<file path="src/rtl/instruction_fetch_if.sv">
// Fetch-stage bus: instruction-memory req/ack port plus the decode-side
// valid/ready port with the retiring instruction's redirect information.
interface instruction_fetch_if;
  logic        imem_req;
  logic [31:0] imem_addr;
  logic        imem_ack;
  logic [31:0] imem_rdata;
  logic [31:0] inst;
  logic [31:0] pc;
  logic [31:0] pc_plus4;
  logic        inst_valid;
  logic        inst_ready;
  logic        redirect;
  logic        redirect_type;
  logic [31:0] imm32;
  logic [31:0] rs1_data;
  logic        fetch_err;
  logic [1:0]  err_code;
  logic [31:0] instret;

  modport master (
    output imem_req, imem_addr,
    input  imem_ack, imem_rdata,
    output inst, pc, pc_plus4, inst_valid,
    input  inst_ready, redirect, redirect_type, imm32, rs1_data,
    output fetch_err, err_code, instret
  );

  modport slave (
    input  imem_req, imem_addr,
    output imem_ack, imem_rdata,
    input  inst, pc, pc_plus4, inst_valid,
    output inst_ready, redirect, redirect_type, imm32, rs1_data,
    input  fetch_err, err_code, instret
  );
endinterface

</file>
<file path="src/rtl/instruction_fetch.sv">
// Fetch stage: holds the PC, fetches over req/ack, presents instructions to
// decode and picks the next PC from the retiring instruction's outcome.
module instruction_fetch #(
  parameter logic [31:0] RESET_PC = 32'h0000_0000,
  parameter int          MAX_WAIT = 255
) (
  input  logic                clk,
  input  logic                rst,
  instruction_fetch_if.master bus
);
  localparam int CW = $clog2(MAX_WAIT + 1);
  localparam logic [CW-1:0] LAST_WAIT = CW'(MAX_WAIT - 1);

  typedef enum logic [1:0] {IDLE, REQ, VALID, ERR} state_t;

  state_t      state;
  logic [CW-1:0] wait_cnt;
  logic [31:0] pc_q;
  logic [31:0] inst_q;
  logic [31:0] instret_q;
  logic [1:0]  err_q;
  logic        req_q;
  logic        valid_q;
  logic        ferr_q;
  logic [31:0] pc_plus4;
  logic [31:0] target;
  logic [31:0] next_pc;

  // JALR drops bit 0 before the alignment check; B/JAL targets are used as-is.
  always_comb begin
    pc_plus4 = pc_q + 32'd4;
    target   = bus.redirect_type ? ((bus.rs1_data + bus.imm32) & ~32'h1)
                                 : (pc_q + bus.imm32);
    next_pc  = bus.redirect ? target : pc_plus4;
  end

  always_ff @(posedge clk or negedge rst) begin
    if (!rst) begin
      state     <= IDLE;
      pc_q      <= RESET_PC;
      inst_q    <= 32'd0;
      instret_q <= 32'd0;
      wait_cnt  <= '0;
      err_q     <= 2'b00;
      req_q     <= 1'b0;
      valid_q   <= 1'b0;
      ferr_q    <= 1'b0;
    end else begin
      case (state)
        IDLE: begin
          state <= REQ;
          req_q <= 1'b1;
        end
        REQ: begin
          if (bus.imem_ack) begin
            inst_q   <= bus.imem_rdata;
            wait_cnt <= '0;
            state    <= VALID;
            req_q    <= 1'b0;
            valid_q  <= 1'b1;
          end else if (wait_cnt == LAST_WAIT) begin
            wait_cnt <= '0;
            state    <= ERR;
            req_q    <= 1'b0;
            ferr_q   <= 1'b1;
            err_q    <= 2'b01;
          end else begin
            wait_cnt <= wait_cnt + CW'(1);
          end
        end
        VALID: begin
          if (bus.inst_ready) begin
            instret_q <= instret_q + 32'd1;
            valid_q   <= 1'b0;
            // A misaligned target still retires the instruction but keeps its PC.
            if (next_pc[1]) begin
              state  <= ERR;
              ferr_q <= 1'b1;
              err_q  <= 2'b10;
            end else begin
              pc_q  <= next_pc;
              state <= REQ;
              req_q <= 1'b1;
            end
          end
        end
        ERR: begin
          state <= ERR;
        end
        default: begin
          state <= IDLE;
        end
      endcase
    end
  end

  assign bus.imem_req   = req_q;
  assign bus.imem_addr  = pc_q;
  assign bus.inst       = inst_q;
  assign bus.pc         = pc_q;
  assign bus.pc_plus4   = pc_plus4;
  assign bus.inst_valid = valid_q;
  assign bus.fetch_err  = ferr_q;
  assign bus.err_code   = err_q;
  assign bus.instret    = instret_q;
endmodule

</file>
<file path="src/flat_wrapper.sv">
// flat-port wrapper written by rule: the top's interface ports become plain ports
module instruction_fetch_flat 
#(
  parameter logic [31:0] RESET_PC = 32'h0000_0000,
  parameter int          MAX_WAIT = 255
)
  (clk, rst, bus_imem_req, bus_imem_addr, bus_imem_ack, bus_imem_rdata, bus_inst, bus_pc, bus_pc_plus4, bus_inst_valid, bus_inst_ready, bus_redirect, bus_redirect_type, bus_imm32, bus_rs1_data, bus_fetch_err, bus_err_code, bus_instret);
  instruction_fetch_if bus_i ();
  input  logic clk;
  input  logic rst;
  output wire logic [$bits(bus_i.imem_req)-1:0] bus_imem_req;
  output wire logic [$bits(bus_i.imem_addr)-1:0] bus_imem_addr;
  input wire logic [$bits(bus_i.imem_ack)-1:0] bus_imem_ack;
  input wire logic [$bits(bus_i.imem_rdata)-1:0] bus_imem_rdata;
  output wire logic [$bits(bus_i.inst)-1:0] bus_inst;
  output wire logic [$bits(bus_i.pc)-1:0] bus_pc;
  output wire logic [$bits(bus_i.pc_plus4)-1:0] bus_pc_plus4;
  output wire logic [$bits(bus_i.inst_valid)-1:0] bus_inst_valid;
  input wire logic [$bits(bus_i.inst_ready)-1:0] bus_inst_ready;
  input wire logic [$bits(bus_i.redirect)-1:0] bus_redirect;
  input wire logic [$bits(bus_i.redirect_type)-1:0] bus_redirect_type;
  input wire logic [$bits(bus_i.imm32)-1:0] bus_imm32;
  input wire logic [$bits(bus_i.rs1_data)-1:0] bus_rs1_data;
  output wire logic [$bits(bus_i.fetch_err)-1:0] bus_fetch_err;
  output wire logic [$bits(bus_i.err_code)-1:0] bus_err_code;
  output wire logic [$bits(bus_i.instret)-1:0] bus_instret;
  assign bus_imem_req = bus_i.imem_req;
  assign bus_imem_addr = bus_i.imem_addr;
  assign bus_i.imem_ack = bus_imem_ack;
  assign bus_i.imem_rdata = bus_imem_rdata;
  assign bus_inst = bus_i.inst;
  assign bus_pc = bus_i.pc;
  assign bus_pc_plus4 = bus_i.pc_plus4;
  assign bus_inst_valid = bus_i.inst_valid;
  assign bus_i.inst_ready = bus_inst_ready;
  assign bus_i.redirect = bus_redirect;
  assign bus_i.redirect_type = bus_redirect_type;
  assign bus_i.imm32 = bus_imm32;
  assign bus_i.rs1_data = bus_rs1_data;
  assign bus_fetch_err = bus_i.fetch_err;
  assign bus_err_code = bus_i.err_code;
  assign bus_instret = bus_i.instret;
  instruction_fetch #(.RESET_PC(RESET_PC), .MAX_WAIT(MAX_WAIT)) u_core (.clk(clk), .rst(rst), .bus(bus_i));
endmodule
</file>
<file path="config.mk">
export PLATFORM = sky130hd
export DESIGN_NAME = instruction_fetch_flat
export DESIGN_NICKNAME = d
export VERILOG_FILES = /design/src/rtl/instruction_fetch_if.sv /design/src/rtl/instruction_fetch.sv /design/src/flat_wrapper.sv
export SDC_FILE = /design/constraint.sdc
export NUM_CORES = 1
export LEC_CHECK = 0
export ABC_AREA = 1
export BUFFER_PORTS_ARGS = -buffer_cell sky130_fd_sc_hd__buf_2
export CAP_MARGIN = 25
export CORE_UTILIZATION = 56
export CTS_CLUSTER_DIAMETER = 40
export DETAILED_ROUTE_END_ITERATION = 10
export PLACE_DENSITY = 0.91
export SYNTH_ARGS = -nofsm -noshare
export SYNTH_HDL_FRONTEND = slang
export SYNTH_SLANG_ARGS = --single-unit
</file>
<file path="constraint.sdc">
create_clock -name clk -period 2.85 [get_ports clk]
set_clock_uncertainty 0.05 [all_clocks]
set_input_delay 0.57 -clock clk [delete_from_list [all_inputs] [get_ports clk]]
set_output_delay 0.57 -clock clk [all_outputs]
set_load 0.05 [all_outputs]
</file>
==> impl_metrics.tcl <==
set metrics [dict create \
    regToRegSetupSlack_ns 0.32 \
    syn_to_final_growth_pct 19.8 \
    area_of_the_multi_input_gates_um2 6820 \
    pin_count_of_the_biggest_net_entering_global_routing 53 \
    rsz0062_at_grt "yes" \
    worst_skew_pair.late_latency_ns 0.35 \
    netlist_instances 1757 \
    die_w_um 142 \
    power_leakage_nw 7.74 \
    finalWeightedCongestion 0.986 \
    worst_r2r_startpoint "u_core.bus.imem_addr[11]$_DFFE_PN0P_" \
    synth-seq-area-share 0.252 \
    path_depth 7 \
    predominant_post_synthesis_flop_cell "sky130_fd_sc_hd__dfrtp_1" \
    synth.ff_latch_count 110 \
    design.portCount 267 \
    cp_max_fo 5 \
    drive_gt1_frac 0.215 \
    routedWlPerCell_um 16.0 \
    initial_utilization 0.577 \
    start_kind "flip-flop" \
    finish.instance_area_um2 13100 \
    port_buffers 263 \
    cp_cell_sequence "inv_1 > nor3_4 > nand2_1 > nor2_1 > buf_4 > xor2_2 > clkbuf_4" \
    hold_viol 0 \
    nets 2189 \
    timing.critical_path.to "bus_pc_plus4[15]" \
    grt_first_pass_wirelength_mm 57.2 \
    layout.area.seq_um2 2780 \
    post_synth_instance_area_um2 10900 \
    critPathCaptureType "output port" \
    worst_slew_margin_rel 0.597 \
    numClockSinks 110 \
    die_area_um2 20100 \
    peakVddDrop_v 0.00131 \
    cpLargestDelayFamily "simple AND/OR/NAND/NOR gates" \
    clk_pin_slew_ns 0.09 \
    cts-root-buf "sky130_fd_sc_hd__clkbuf_16" \
    globalRouteTotalUtil 0.364 \
    post-synth-top-area-fraction 0.252 \
    layout_min_cycle_time_ns 2.78 \
    die_height_um 142 \
    ys_async_sr_fraction 1.00 \
    ys_warn_count 0 \
    dr.pass1.iters 9 \
    worst_r2r_path_depth 14 \
    post_dp_cell_area_um2 12500 \
    power_per_cell_area_nw_per_um2 1070 \
    layout_worst_path_cycle_share 0.975 \
    worst_r2r_endpoint "u_core.bus.imem_addr[23]$_DFFE_PN0P_" \
    fmax_achieved_mhz 360 \
    finalSetupViolCount 0 \
    criticalPathCategory "reg2out" \
    timing_max_transition_violations_final 0 \
    post_synth_num_cell_types 47 \
    max-clock-path-buffers 2 \
    cp_data_required_time_ns 2.23 \
    slowest_stage "sky130_fd_sc_hd__dfrtp_2" \
    first_iter_violations 1127 \
    global_route.overflow_total 0 \
    worstPathArrival_ns 2.16 \
    cts-buffers-inserted 9 \
    dp_hpwl_mm 29.3 \
    drcViolationCount 0 \
    drt.antenna.violating_nets 0 \
    tritoncts "yes" \
    via_per_inst 5.34 \
    fillers 1675 \
    drv_cap 0 \
    antennaDiodeCount 0 \
    critical_path.startpoint "u_core.bus.imem_addr[3]$_DFFE_PN0P_" \
    synthDominantAreaCellType "sky130_fd_sc_hd__dfrtp_1" \
    syn_area_per_cell_um2 6.23 \
    worstHoldPathType "in2async" \
    synth.top_cells.by_area "sky130_fd_sc_hd__dfrtp_1, sky130_fd_sc_hd__nand2_1, sky130_fd_sc_hd__inv_1" \
    design_power_total_mw 14.1 \
    path_buf_inv 3 \
    via_count_of_the_first_global_routing_pass 11300 \
    fin_tns_setup_ns 0 \
    std_cell_rows 50 \
    outcome "finished clean" \
    cpPeakStageDelay_ns 0.41 \
    routed_wl_mm 36.6 \
    antenna_violations_before_repair 1 \
    fp.coreArea_um2 19000 \
    ctsHtreeMaxLevel 3 \
    worst_pin_slew_ns 0.605 \
    routed-via-count 12200 \
    synth_enable_flop_cells 0 \
]
==> per-layer routing <==
metal / part of all wire / global-route usage
met1: 0.42 / 0.479
met2: 0.46 / 0.603
met3: 0.082 / 0.0483
met4: 0.036 / 0.150
met5: 0 / 0
==> area by class of cell <==
type | instances | area share
clock buffers | 9 | 0.0172
repair buffers | 307 | 0.129
multi-input cells | 1281 | 0.520
well taps | 260 | 0.0248
clock inverters | 7 | 0.00716
flip-flops and latches | 110 | 0.212
inverters | 312 | 0.0895
==> metrics by stage <==
step,worst slack (ns),std cells,hold slack (ns),utilization
global route,-0.0229,2286,0.182,0.691
CTS,0.00321,2272,0.165,0.683
global placement,0.0838,2248,0.403,0.660
floorplan,-0.0169,1759,0.224,-
detailed placement,0.0745,2248,0.416,0.660
finish,0.0712,2286,0.149,0.691
==> what timing repair did <==
item | CTS | global route
endpoints found under the setup margin | 23 | 18
setup buffers | 8 | 14
hold endpoints to repair | 0 | 0
pin swaps | 2 | 2
cloned | 0 | 0
hold buffers | 0 | 0
gates resized for setup | 23 | 21
==> cells in the mapped netlist (2+ instances only) <==
| cell type | instances |
|---|---|
| sky130_fd_sc_hd__xor2_1 | 42 |
| sky130_fd_sc_hd__nor3_4 | 3 |
| sky130_fd_sc_hd__clkinv_1 | 6 |
| sky130_fd_sc_hd__buf_4 | 35 |
| sky130_fd_sc_hd__dfrtp_1 | 110 |
| sky130_fd_sc_hd__mux2_2 | 32 |
| sky130_fd_sc_hd__nor4_1 | 4 |
| sky130_fd_sc_hd__nor3_1 | 27 |
| sky130_fd_sc_hd__nand3_2 | 2 |
| sky130_fd_sc_hd__o21a_1 | 2 |
| sky130_fd_sc_hd__nand2_2 | 6 |
| sky130_fd_sc_hd__nor2_1 | 122 |
| sky130_fd_sc_hd__and2_1 | 4 |
| sky130_fd_sc_hd__nand4_1 | 15 |
| sky130_fd_sc_hd__o21ai_0 | 31 |
| sky130_fd_sc_hd__nand3_1 | 136 |
| sky130_fd_sc_hd__and3_1 | 3 |
| sky130_fd_sc_hd__or2_2 | 2 |
| sky130_fd_sc_hd__clkbuf_1 | 20 |
| sky130_fd_sc_hd__nand2_1 | 623 |
| sky130_fd_sc_hd__o22ai_1 | 7 |
| sky130_fd_sc_hd__inv_2 | 12 |
| sky130_fd_sc_hd__o21ai_1 | 26 |
| sky130_fd_sc_hd__nor2_4 | 4 |
| sky130_fd_sc_hd__inv_1 | 293 |
| sky130_fd_sc_hd__or2_1 | 6 |
| sky130_fd_sc_hd__xnor2_1 | 21 |
| sky130_fd_sc_hd__nor2_2 | 5 |
| sky130_fd_sc_hd__nand3b_1 | 9 |
| sky130_fd_sc_hd__a21oi_1 | 61 |
| sky130_fd_sc_hd__o21bai_1 | 6 |
| sky130_fd_sc_hd__xnor2_2 | 2 |
| sky130_fd_sc_hd__ha_1 | 65 |
| sky130_fd_sc_hd__nor2_8 | 2 |
==> flip-flops by register name, summed over array words and instances (netlist names) <==
| register | flops |
|---|---|
| u_core.bus.imem_req | 1 |
| u_core.bus.err_code | 2 |
| u_core.bus.imem_addr | 31 |
| u_core.bus.inst_valid | 1 |
| u_core.bus.fetch_err | 1 |
| u_core.wait_cnt | 8 |
| u_core.bus.instret | 32 |
| u_core.bus.inst | 32 |
| u_core.state | 2 |
==> worst min-delay path by stage <==
stage,startpoint,end,slack [ns],depth (start not counted)
after global placement,u_core.bus.inst_valid$_DFFE_PN0P_,u_core.bus.inst_valid$_DFFE_PN0P_,0.40,2
after detailed placement,u_core.bus.err_code[1]$_DFFE_PN0P_,u_core.bus.err_code[1]$_DFFE_PN0P_,0.42,2
after floorplan,rst,u_core.bus.err_code[0]$_DFFE_PN0P_,0.22,0
after CTS,rst,u_core.bus.instret[28]$_DFFE_PN0P_,0.17,1
after global routing,rst,u_core.bus.instret[22]$_DFFE_PN0P_,0.18,1
final,rst,u_core.bus.instret[22]$_DFFE_PN0P_,0.15,1
==> power breakdown <==
group	internal [mW]	switching [mW]
Sequential	2.13	0.730
Clock	0.640	0.682
Combinational	2.67	7.23
==> kinds of logic after synthesis <==
| logic type | after synthesis | synth area share |
|---|---|---|
| AO/OA/AOI/OAI | 138 | 0.0672 |
| XOR/XNOR | 65 | 0.0534 |
| adder cells (fa/ha/maj) | 66 | 0.0762 |
| buffers and inverters | 368 | 0.139 |
| flip-flops | 110 | 0.252 |
| multiplexers | 32 | 0.0329 |
| other | 1 | 0.000343 |
| AND/OR/NAND/NOR | 977 | 0.380 |
==> cell usage in the layout (no fill, tap or decap), drive strengths merged, types with 4 or more instances in the layout <==
cell type,instances
buf,302
xnor2,23
dfrtp,110
ha,65
nand2,630
clkbuf,14
nand4,15
nand3,138
xor2,42
mux2,32
o22ai,7
clkinv,10
nor3,30
nand3b,9
o21ai,57
nor2,133
or2,9
a21oi,61
inv,309
o21bai,6
nor4,5
and2,4
Note: power is estimated with default switching activity, not from simulation.
